<file path="config.mk">
export PLATFORM = sky130hd
export DESIGN_NAME = sdram_ch_bridge
export DESIGN_NICKNAME = d
export VERILOG_FILES = /design/src/rtl/sdram_ch_bridge_pkg.sv /design/src/rtl/sdram_req_fifo.sv /design/src/rtl/sdram_ch_bridge.sv
export SDC_FILE = /design/constraint.sdc
export NUM_CORES = 1
export LEC_CHECK = 0
export CORE_ASPECT_RATIO = 2
export CORE_MARGIN = 2
export CORE_UTILIZATION = 55
export CTS_BUF_LIST = sky130_fd_sc_hd__clkbuf_8
export CTS_CLUSTER_SIZE = 8
export DETAILED_ROUTE_END_ITERATION = 6
export PLACE_DENSITY = 0.84
export SYNTH_ARGS = -nofsm -noshare
export SYNTH_HDL_FRONTEND = slang
export SYNTH_SLANG_ARGS = --single-unit
</file>
<file path="constraint.sdc">
create_clock -name clk -period 2.65 [get_ports clk]
set_input_delay 0.265 -clock clk [delete_from_list [all_inputs] [get_ports clk]]
set_output_delay 0.265 -clock clk [all_outputs]
set_load 0.005 [all_outputs]
</file>
<file path="src/rtl/sdram_ch_bridge_pkg.sv">
// Shared types for the SDRAM channel bridge: FSM states and the queued client request.
package sdram_ch_bridge_pkg;

    typedef enum logic [1:0] {
        DRAIN,
        IDLE,
        ISSUE,
        WAIT_DONE
    } state_t;

    typedef struct packed {
        logic        we;
        logic [24:0] addr;
        logic [7:0]  din;
    } req_t;

endpackage

</file>
<file path="src/rtl/sdram_req_fifo.sv">
// Request FIFO for the SDRAM channel bridge; count-based full/empty, pointers wrap modulo DEPTH.
module sdram_req_fifo
    import sdram_ch_bridge_pkg::*;
#(
    parameter int  DEPTH = 4,
    parameter type T     = req_t
) (
    input  logic clk,
    input  logic reset,
    input  logic push,
    input  T     din,
    input  logic pop,
    output T     dout,
    output logic full,
    output logic empty
);
    localparam int AW = $clog2(DEPTH);

    T               mem [DEPTH];
    logic [AW-1:0]  wp;
    logic [AW-1:0]  rp;
    logic [AW:0]    count;
    logic           do_push;
    logic           do_pop;

    assign full    = (count == (AW+1)'(DEPTH));
    assign empty   = (count == '0);
    // A pop while full does not free the slot for a same-cycle push.
    assign do_push = push && !full;
    assign do_pop  = pop && !empty;
    assign dout    = mem[rp];

    always_ff @(posedge clk or posedge reset) begin
        if (reset) begin
            wp    <= '0;
            rp    <= '0;
            count <= '0;
        end else begin
            if (do_push) wp <= wp + 1'b1;
            if (do_pop)  rp <= rp + 1'b1;
            case ({do_push, do_pop})
                2'b10:   count <= count + 1'b1;
                2'b01:   count <= count - 1'b1;
                default: count <= count;
            endcase
        end
    end

    always_ff @(posedge clk) begin
        if (do_push) mem[wp] <= din;
    end

endmodule

</file>
<file path="src/rtl/sdram_ch_bridge.sv">
// Byte-wide client to SDRAM controller channel bridge: queues requests and issues
// one level strobe per access, waiting out the controller's busy handshake.
module sdram_ch_bridge
    import sdram_ch_bridge_pkg::*;
#(
    parameter int DEPTH = 4
) (
    input  logic        clk,
    input  logic        reset,
    input  logic        req_valid,
    output logic        req_ready,
    input  logic        req_we,
    input  logic [24:0] req_addr,
    input  logic [7:0]  req_din,
    output logic        rsp_valid,
    output logic [7:0]  rsp_data,
    output logic [24:0] mem_addr,
    output logic        mem_rd,
    output logic        mem_wr,
    output logic [7:0]  mem_din,
    input  logic [7:0]  mem_dout,
    input  logic        mem_busy
);
    state_t      state, state_n;
    req_t        req_in, head;
    logic        full, empty, pop;
    logic        we_q, we_n;
    logic        rd_n, wr_n, rsp_v_n;
    logic [24:0] addr_n;
    logic [7:0]  din_n, rsp_d_n;

    assign req_ready = !full && !reset;
    assign req_in    = '{we: req_we, addr: req_addr, din: req_din};

    sdram_req_fifo #(.DEPTH(DEPTH), .T(req_t)) u_fifo (
        .clk   (clk),
        .reset (reset),
        .push  (req_valid && req_ready),
        .din   (req_in),
        .pop   (pop),
        .dout  (head),
        .full  (full),
        .empty (empty)
    );

    always_comb begin
        state_n = state;
        pop     = 1'b0;
        rd_n    = mem_rd;
        wr_n    = mem_wr;
        addr_n  = mem_addr;
        din_n   = mem_din;
        we_n    = we_q;
        rsp_v_n = 1'b0;
        rsp_d_n = rsp_data;
        case (state)
            DRAIN: begin
                if (!mem_busy) state_n = IDLE;
            end
            IDLE: begin
                if (!empty) begin
                    state_n = ISSUE;
                    pop     = 1'b1;
                    addr_n  = head.addr;
                    din_n   = head.din;
                    we_n    = head.we;
                    rd_n    = !head.we;
                    wr_n    = head.we;
                end
            end
            ISSUE: begin
                // Strobe is held until the controller acknowledges with busy.
                if (mem_busy) begin
                    state_n = WAIT_DONE;
                    rd_n    = 1'b0;
                    wr_n    = 1'b0;
                end
            end
            WAIT_DONE: begin
                rd_n = 1'b0;
                wr_n = 1'b0;
                if (!mem_busy) begin
                    state_n = IDLE;
                    if (!we_q) begin
                        rsp_v_n = 1'b1;
                        rsp_d_n = mem_dout;
                    end
                end
            end
            default: state_n = DRAIN;
        endcase
    end

    always_ff @(posedge clk or posedge reset) begin
        if (reset) begin
            state     <= DRAIN;
            mem_rd    <= 1'b0;
            mem_wr    <= 1'b0;
            mem_addr  <= '0;
            mem_din   <= '0;
            we_q      <= 1'b0;
            rsp_valid <= 1'b0;
            rsp_data  <= '0;
        end else begin
            state     <= state_n;
            mem_rd    <= rd_n;
            mem_wr    <= wr_n;
            mem_addr  <= addr_n;
            mem_din   <= din_n;
            we_q      <= we_n;
            rsp_valid <= rsp_v_n;
            rsp_data  <= rsp_d_n;
        end
    end

endmodule

</file>
==> flow_summary_export.csv, run 1 <==
group,metric,value,unit
cells_and_area,design_area,8710,µm²
critical_path,regToRegSetupSlack,470,ps
synthesis,yosysWarnings,0,
drt,first_pass_iters,4,
critical_path,cp.arrival,2550,ps
cells_and_area,final_nets,563,
pwr,leakage,0.00325,µW
synthesis,ys_types,32,
grt,overflow,0,
synthesis,seq_area_frac_synth,75.7,%
timing,fin_skew,19.6,ps
cells_and_area,fillCellCount,824,
placement,place.gp.congestion,0.718,
cts,clock_latency,450,ps
synthesis,synthMuxAreaShare,12.5,%
grt,grt_max_degree,39,
synthesis,synthXorXnorAreaFrac,0.732,%
critical_path,worstPathRequired,3020,ps
synthesis,syn_nets,458,
floorplanning,die-area,14000,µm²
cts,cts-buffers-inserted,17,
critical_path,worstRegToRegCells,10,
floorplanning,start_util,55.6,%
synthesis,syn_area,7180,µm²
pwr,cellPowerDensity,1020,nW/µm²
critical_path,worst_setup_path_end_kind,"flop",
cells_and_area,multi_input_area,1630,µm²
drt,drc,0,
timing,slew_headroom,57.4,%
drt,via_per_inst,5.53,
timing,maxSlewViolCount,0,
critical_path,start_kind,"flop",
floorplanning,rows,59,
drt,dr_total_vias,3719,
placement,placed_cell_area,8350,µm²
floorplanning,die_h,166,µm
critical_path,rr_startpoint,"state[1]$_DFFE_PP0P_",
synthesis,synth_compound_area_share,0.958,%
cts,clock_sinks,190,
drt,wl,12900,µm
synthesis,synth_top_family_by_area,"multiplexers",
cts,clk_pin_slew,100,ps
floorplanning,io_pins,91,
timing,tightest_slew,639,ps
cells_and_area,synthToLayoutAreaGrowth,21.2,%
cells_and_area,drive_gt1_share,17.7,%
critical_path,crit_type,"flop to flop",
grt,grt_use_total,19.1,%
floorplanning,core_region_area,12900,µm²
placement,dp_hpwl,8500,µm
critical_path,path_max_fanout,4,
grt,grt_first_pass_wirelength,20200,µm
drt,routedWlPerCell,19.1,µm
cts,root_buffer,"clkbuf_8",
cts,postCtsResizedCells,0,
floorplanning,die_w,84.8,µm
synthesis,synthAdderAreaFrac,1.85,%
min_path,hp-class,"input pin to asynchronous set/reset pin",
cts,cts_setup_buffers,0,
timing,period_share,82.3,%
timing,period_needed,2180,ps
timing,rsz0062_at_grt,"no",
grt,grt_pass1_vias,3990,
timing,final-setup-viol-count,0,
cells_and_area,num_antenna_cells,0,
drt,drt_iter0_markers,192,
pwr,peakVddDrop,0.554,mV
timing,finalSetupTns,0,ps
synthesis,netlist_instances,402,
cts,cts.htree.levels,4,
cells_and_area,seq_area,5440,µm²
critical_path,timing.rr.end,"u_fifo.count[2]$_DFFE_PP0P_",
placement,port_buffers,90,
cts,tritoncts,"done",
timing,fmax,458,MHz
synthesis,synth.avg_cell_area,17.9,µm²
drt,ant_nets,0,
synthesis,yosys_register_bits,190,
cts,max-clock-path-buffers,2,
timing,hold_viol,0,
cts,cts_hold_buf,0,
pwr,power,8910,µW
outcome,status,"finished clean",
grt,antenna_found_initial,0,
placement,pre_cts_ws,326,ps
synthesis,synthSimpleGateAreaFrac,6.64,%
timing,fin_ws,468,ps
flow_run,cap_violations,0,
-- report_power, final --
group          leakage [µW]  internal, µW  total (µW)  switching [µW]
sequential          0.00189          3850        4300             444
combinational       0.00118          1630        2910            1280
clock              0.000180           738        1700             965
-- cells in the final DEF (no fill, tap or decap), types with 3 or more instances in the layout --
cell type          n
dfrtp_1           52
buf_12             5
xnor2_1            4
and2_2             4
nand2_1          103
inv_1             12
clkinvlp_4         4
clkdlybuf4s50_1   90
mux2_2             8
inv_6              3
edfxtp_1         136
buf_4              6
ha_1               9
mux4_2            34
clkbuf_8          17
-- synthesized netlist by cell type (all sizes together) --
cell    instances  area share (%)
a21oi           1           0.070
o31a            1            0.12
nand2         103             5.4
nor4            1           0.087
nor3            2            0.14
xor2            2            0.24
dfrtp          54              19
xnor2           4            0.49
inv            11            0.57
clkbuf          2            0.10
and2            4            0.35
ha              9             1.6
o31ai           1            0.30
mux4           34              11
edfxtp        136              57
mux2           10             1.6
o21ai           1           0.070
nor3b           1            0.10
nor4b           1            0.21
nor2b           2            0.17
fa              1            0.28
a211oi          1            0.17
or3             1           0.087
o21a            1            0.10
buf            13            0.96
nor2            2            0.10
mux2i           2            0.28
a22o            1            0.12
-- worst max path at each step --
stage	from	endpoint	slack (ps)	depth (start not counted)
2_1_floorplan	u_fifo.count[0]$_DFFE_PP0P_	u_fifo.mem[2][0]$_DFFE_PP_	440	3
3_3_place_gp	req_valid	u_fifo.count[2]$_DFFE_PP0P_	490	10
3_5_place_dp	req_valid	u_fifo.count[2]$_DFFE_PP0P_	330	10
4_1_cts	state[1]$_DFFE_PP0P_	u_fifo.count[2]$_DFFE_PP0P_	470	10
5_1_grt	u_fifo.count[0]$_DFFE_PP0P_	u_fifo.count[2]$_DFFE_PP0P_	320	9
6_report	state[1]$_DFFE_PP0P_	u_fifo.count[2]$_DFFE_PP0P_	470	10
-- worst max-delay path, cell delays in order, from the launching register on --
cell and delay (ps):
dfrtp_1 430, inv_1 110, ha_1 250, o31ai_4 110
inv_2 70, ha_1 200, inv_1 80, fa_1 370
xor2_1 150, nor2_1 130, xor2_1 210
-- per-stage QoR --
stage,hold slack [ps],instances,util (%)
floorplan,364,402,-
global placement,460,640,64.6
detailed placement,462,640,64.6
CTS,222,672,67.4
global route,259,672,67.4
finish,240,672,67.4
-- area by class of cell --
class	instances	share of cell area [%]
clock inverters	15	1.42
multi-input cells	186	18.8
inverters	11	0.474
flip-flops and latches	190	62.5
clock buffers	17	2.69
well taps	152	2.18
repair buffers	101	12.0
-- registers in the layout, indices dropped and copies added, names as in the netlist --
signal	count
rsp_valid	1
mem_addr	25
we_q	1
u_fifo.rp	2
u_fifo.count	3
state	2
u_fifo.wp	2
rsp_data	8
u_fifo.mem	136
mem_wr	1
mem_rd	1
mem_din	8
-- per-layer routing --
metal,vias up,track usage (%),part of all wire (%),wire length (µm)
li1,1683,-,-,-
met2,113,34.7,56,7190
met5,-,0,0,0
met3,35,3.99,3.9,498
met1,1888,20.8,37,4780
met4,0,8.97,3.0,388
-- logic make-up after synthesis --
family                     count (synthesis)
AOI/OAI and AO/OA                          7
DFF                                      190
buffers and inverters                     26
adders and majority gates                 10
xor gates and xnor gates                   6
muxes                                     46
and+or+nand+nor                          117
No activity file was read; power rests on OpenSTA's default activity.
==> run 2: changes to the inputs <==
--- a/config.mk
+++ b/config.mk
@@ -7,7 +7,7 @@
 export LEC_CHECK = 0
 export CORE_ASPECT_RATIO = 2
 export CORE_MARGIN = 2
-export CORE_UTILIZATION = 55
+export CORE_UTILIZATION = 52
 export CTS_BUF_LIST = sky130_fd_sc_hd__clkbuf_8
 export CTS_CLUSTER_SIZE = 8
 export DETAILED_ROUTE_END_ITERATION = 6
==> constraint.sdc (replaced) <==
create_clock -name clk -period 2 [get_ports clk]
set_input_delay 0.2 -clock clk [delete_from_list [all_inputs] [get_ports clk]]
set_output_delay 0.2 -clock clk [all_outputs]
set_load 0.005 [all_outputs]
==> flow_summary_export.csv, run 2 (synthesized netlist as in run 1, its figures left out) <==
group,metric,value,unit
grt,grt_max_degree,37,
pwr,switching_power,3680,µW
pwr,combPwrFrac,35.0,%
timing,slew_headroom,67.7,%
floorplanning,die_h,170,µm
flow_run,cap_violations,0,
timing,tightest_slew,484,ps
floorplanning,die-area,14800,µm²
cells_and_area,top_register,"u_fifo.mem",
drt,drc,0,
cells_and_area,reg_top3,"u_fifo.mem (136), mem_addr (25)",
cells_and_area,mostFrequentLayoutCells,"136 x edfxtp_1, 103 x nand2_1, 90 x clkdlybuf4s50_1",
timing,hold_viol,0,
cells_and_area,synthToLayoutAreaGrowth,23.8,%
placement,placed_cell_area,8490,µm²
timing,period_needed,1900,ps
grt,grt_use_total,19.3,%
critical_path,critPathLaunch,"state[1]$_DFFE_PP0P_",
cts,tritoncts,"done",
drt,via_per_inst,5.45,
drt,dr_total_vias,3736,
cells_and_area,design_area,8890,µm²
critical_path,cp_slowest_cell,"dfrtp_1",
grt,grt_first_pass_wirelength,21000,µm
critical_path,worst_setup_path_end_kind,"flop",
critical_path,start_kind,"flop",
pwr,seqPwrFrac,46.0,%
timing,period_share,94.9,%
drt,wl,13400,µm
critical_path,rr_startpoint,"state[1]$_DFFE_PP0P_",
floorplanning,rows,60,
floorplanning,core_region_area,13500,µm²
grt,grt_pass1_vias,4038,
timing,fmax,527,MHz
drt,first_pass_iters,5,
cts,clock_latency,440,ps
cts,clk_pin_slew,90,ps
floorplanning,start_util,53.1,%
pwr,p_clk_share,19.0,%
critical_path,slowest_delay,440,ps
critical_path,crit_type,"flop to flop",
pwr,cellPowerDensity,1370,nW/µm²
cts,cts_hold_buf,0,
pwr,peakVddDrop,0.871,mV
placement,place.gp.congestion,0.732,
cts,root_buffer,"clkbuf_8",
timing,maxSlewViolCount,0,
floorplanning,die_w,87.1,µm
grt,antenna_found_initial,0,
cts,clock_sinks,190,
floorplanning,io_pins,91,
cells_and_area,largest_reg_flops,136,
cells_and_area,layout_commonest_cell,"edfxtp_1",
cells_and_area,num_antenna_cells,0,
cts,cts.htree.levels,4,
cts,max-clock-path-buffers,2,
critical_path,path_buf_inv,3,
pwr,swShare,30.2,%
drt,drt_iter0_markers,234,
critical_path,path_delay_family,"adder cells",
critical_path,path_cells,"inv_2 > ha_4 > o31ai_4 > inv_2 > ha_4 > inv_2 > fa_2 > xor2_1 > nor2_1 > xor2_1",
timing,final-setup-viol-count,0,
critical_path,worstPathRequired,2370,ps
critical_path,path_max_fanout,4,
drt,routedWlPerCell,19.5,µm
pwr,leakage,0.00333,µW
min_path,hp-class,"input pin to asynchronous set/reset pin",
timing,rsz0062_at_grt,"no",
timing,hold_ws,171,ps
drt,ant_nets,0,
cts,cts-buffers-inserted,17,
critical_path,cpMostUsedCell,"inv_2",
pwr,p_int,8510,µW
grt,overflow,0,
timing,fin_skew,13.6,ps
placement,dp_hpwl,8870,µm
outcome,status,"finished clean",
cells_and_area,final_nets,573,
placement,port_buffers,90,
cells_and_area,drive_gt1_share,20.8,%
pwr,power,12200,µW
critical_path,cp.arrival,2260,ps
run 2: layer usage:
layer,track usage (%),wire [µm]
met2,34.4,7640
met3,4.80,525
met4,7.09,257
met1,22.2,4960
met5,0,0
run 2: worst paths after layout:
path | to | slack (ps) | cells after the start
min in group clk | rsp_data[6]$_DFFE_PP0P_ | 370 | 2
setup reg to reg | u_fifo.count[2]$_DFFE_PP0P_ | 100 | 10
hold reg to reg | mem_addr[10]$_DFFE_PP0P_ | 480 | 2
max in group asynchronous | mem_addr[9]$_DFFE_PP0P_ | 1250 | 3
hold / removal | u_fifo.count[0]$_DFFE_PP0P_ | 170 | 2
setup / recovery | u_fifo.count[2]$_DFFE_PP0P_ | 100 | 10
run 2: timing repair:
item,CTS,global route
setup buffers,0,3
setup endpoints to repair,0,2
gates resized for setup,0,4
run 2: final cells by class:
class                   count  area (µm²)
flip-flops and latches    190        5440
fillers                   901        4620
multi-input cells         186        1660
repair buffers            111        1180
clock buffers              18         248
well taps                 155         194
clock inverters            14         123
inverters                  11        41.3
run 2: per-stage QoR:
stage	TNS (ps)	instances	setup WS, ps	utilization, %
2_1_floorplan	0	402	1.23	-
3_3_place_gp	0	650	82.3	62.9
3_5_place_dp	-12.8	650	-12.8	62.9
4_1_cts	0	682	23.6	65.6
5_1_grt	0	685	10.5	65.8
6_report	0	685	102	65.8
run 2: power by group through the flow:
stage / clock, µW / sequential (µW) / combinational [µW]
floorplan: 0 / 5570 / 2460
global placement: 0 / 5630 / 4100
detailed placement: 0 / 5700 / 4260
CTS: 2370 / 5620 / 4290
global route: 2530 / 5700 / 4690
finish: 2320 / 5610 / 4270
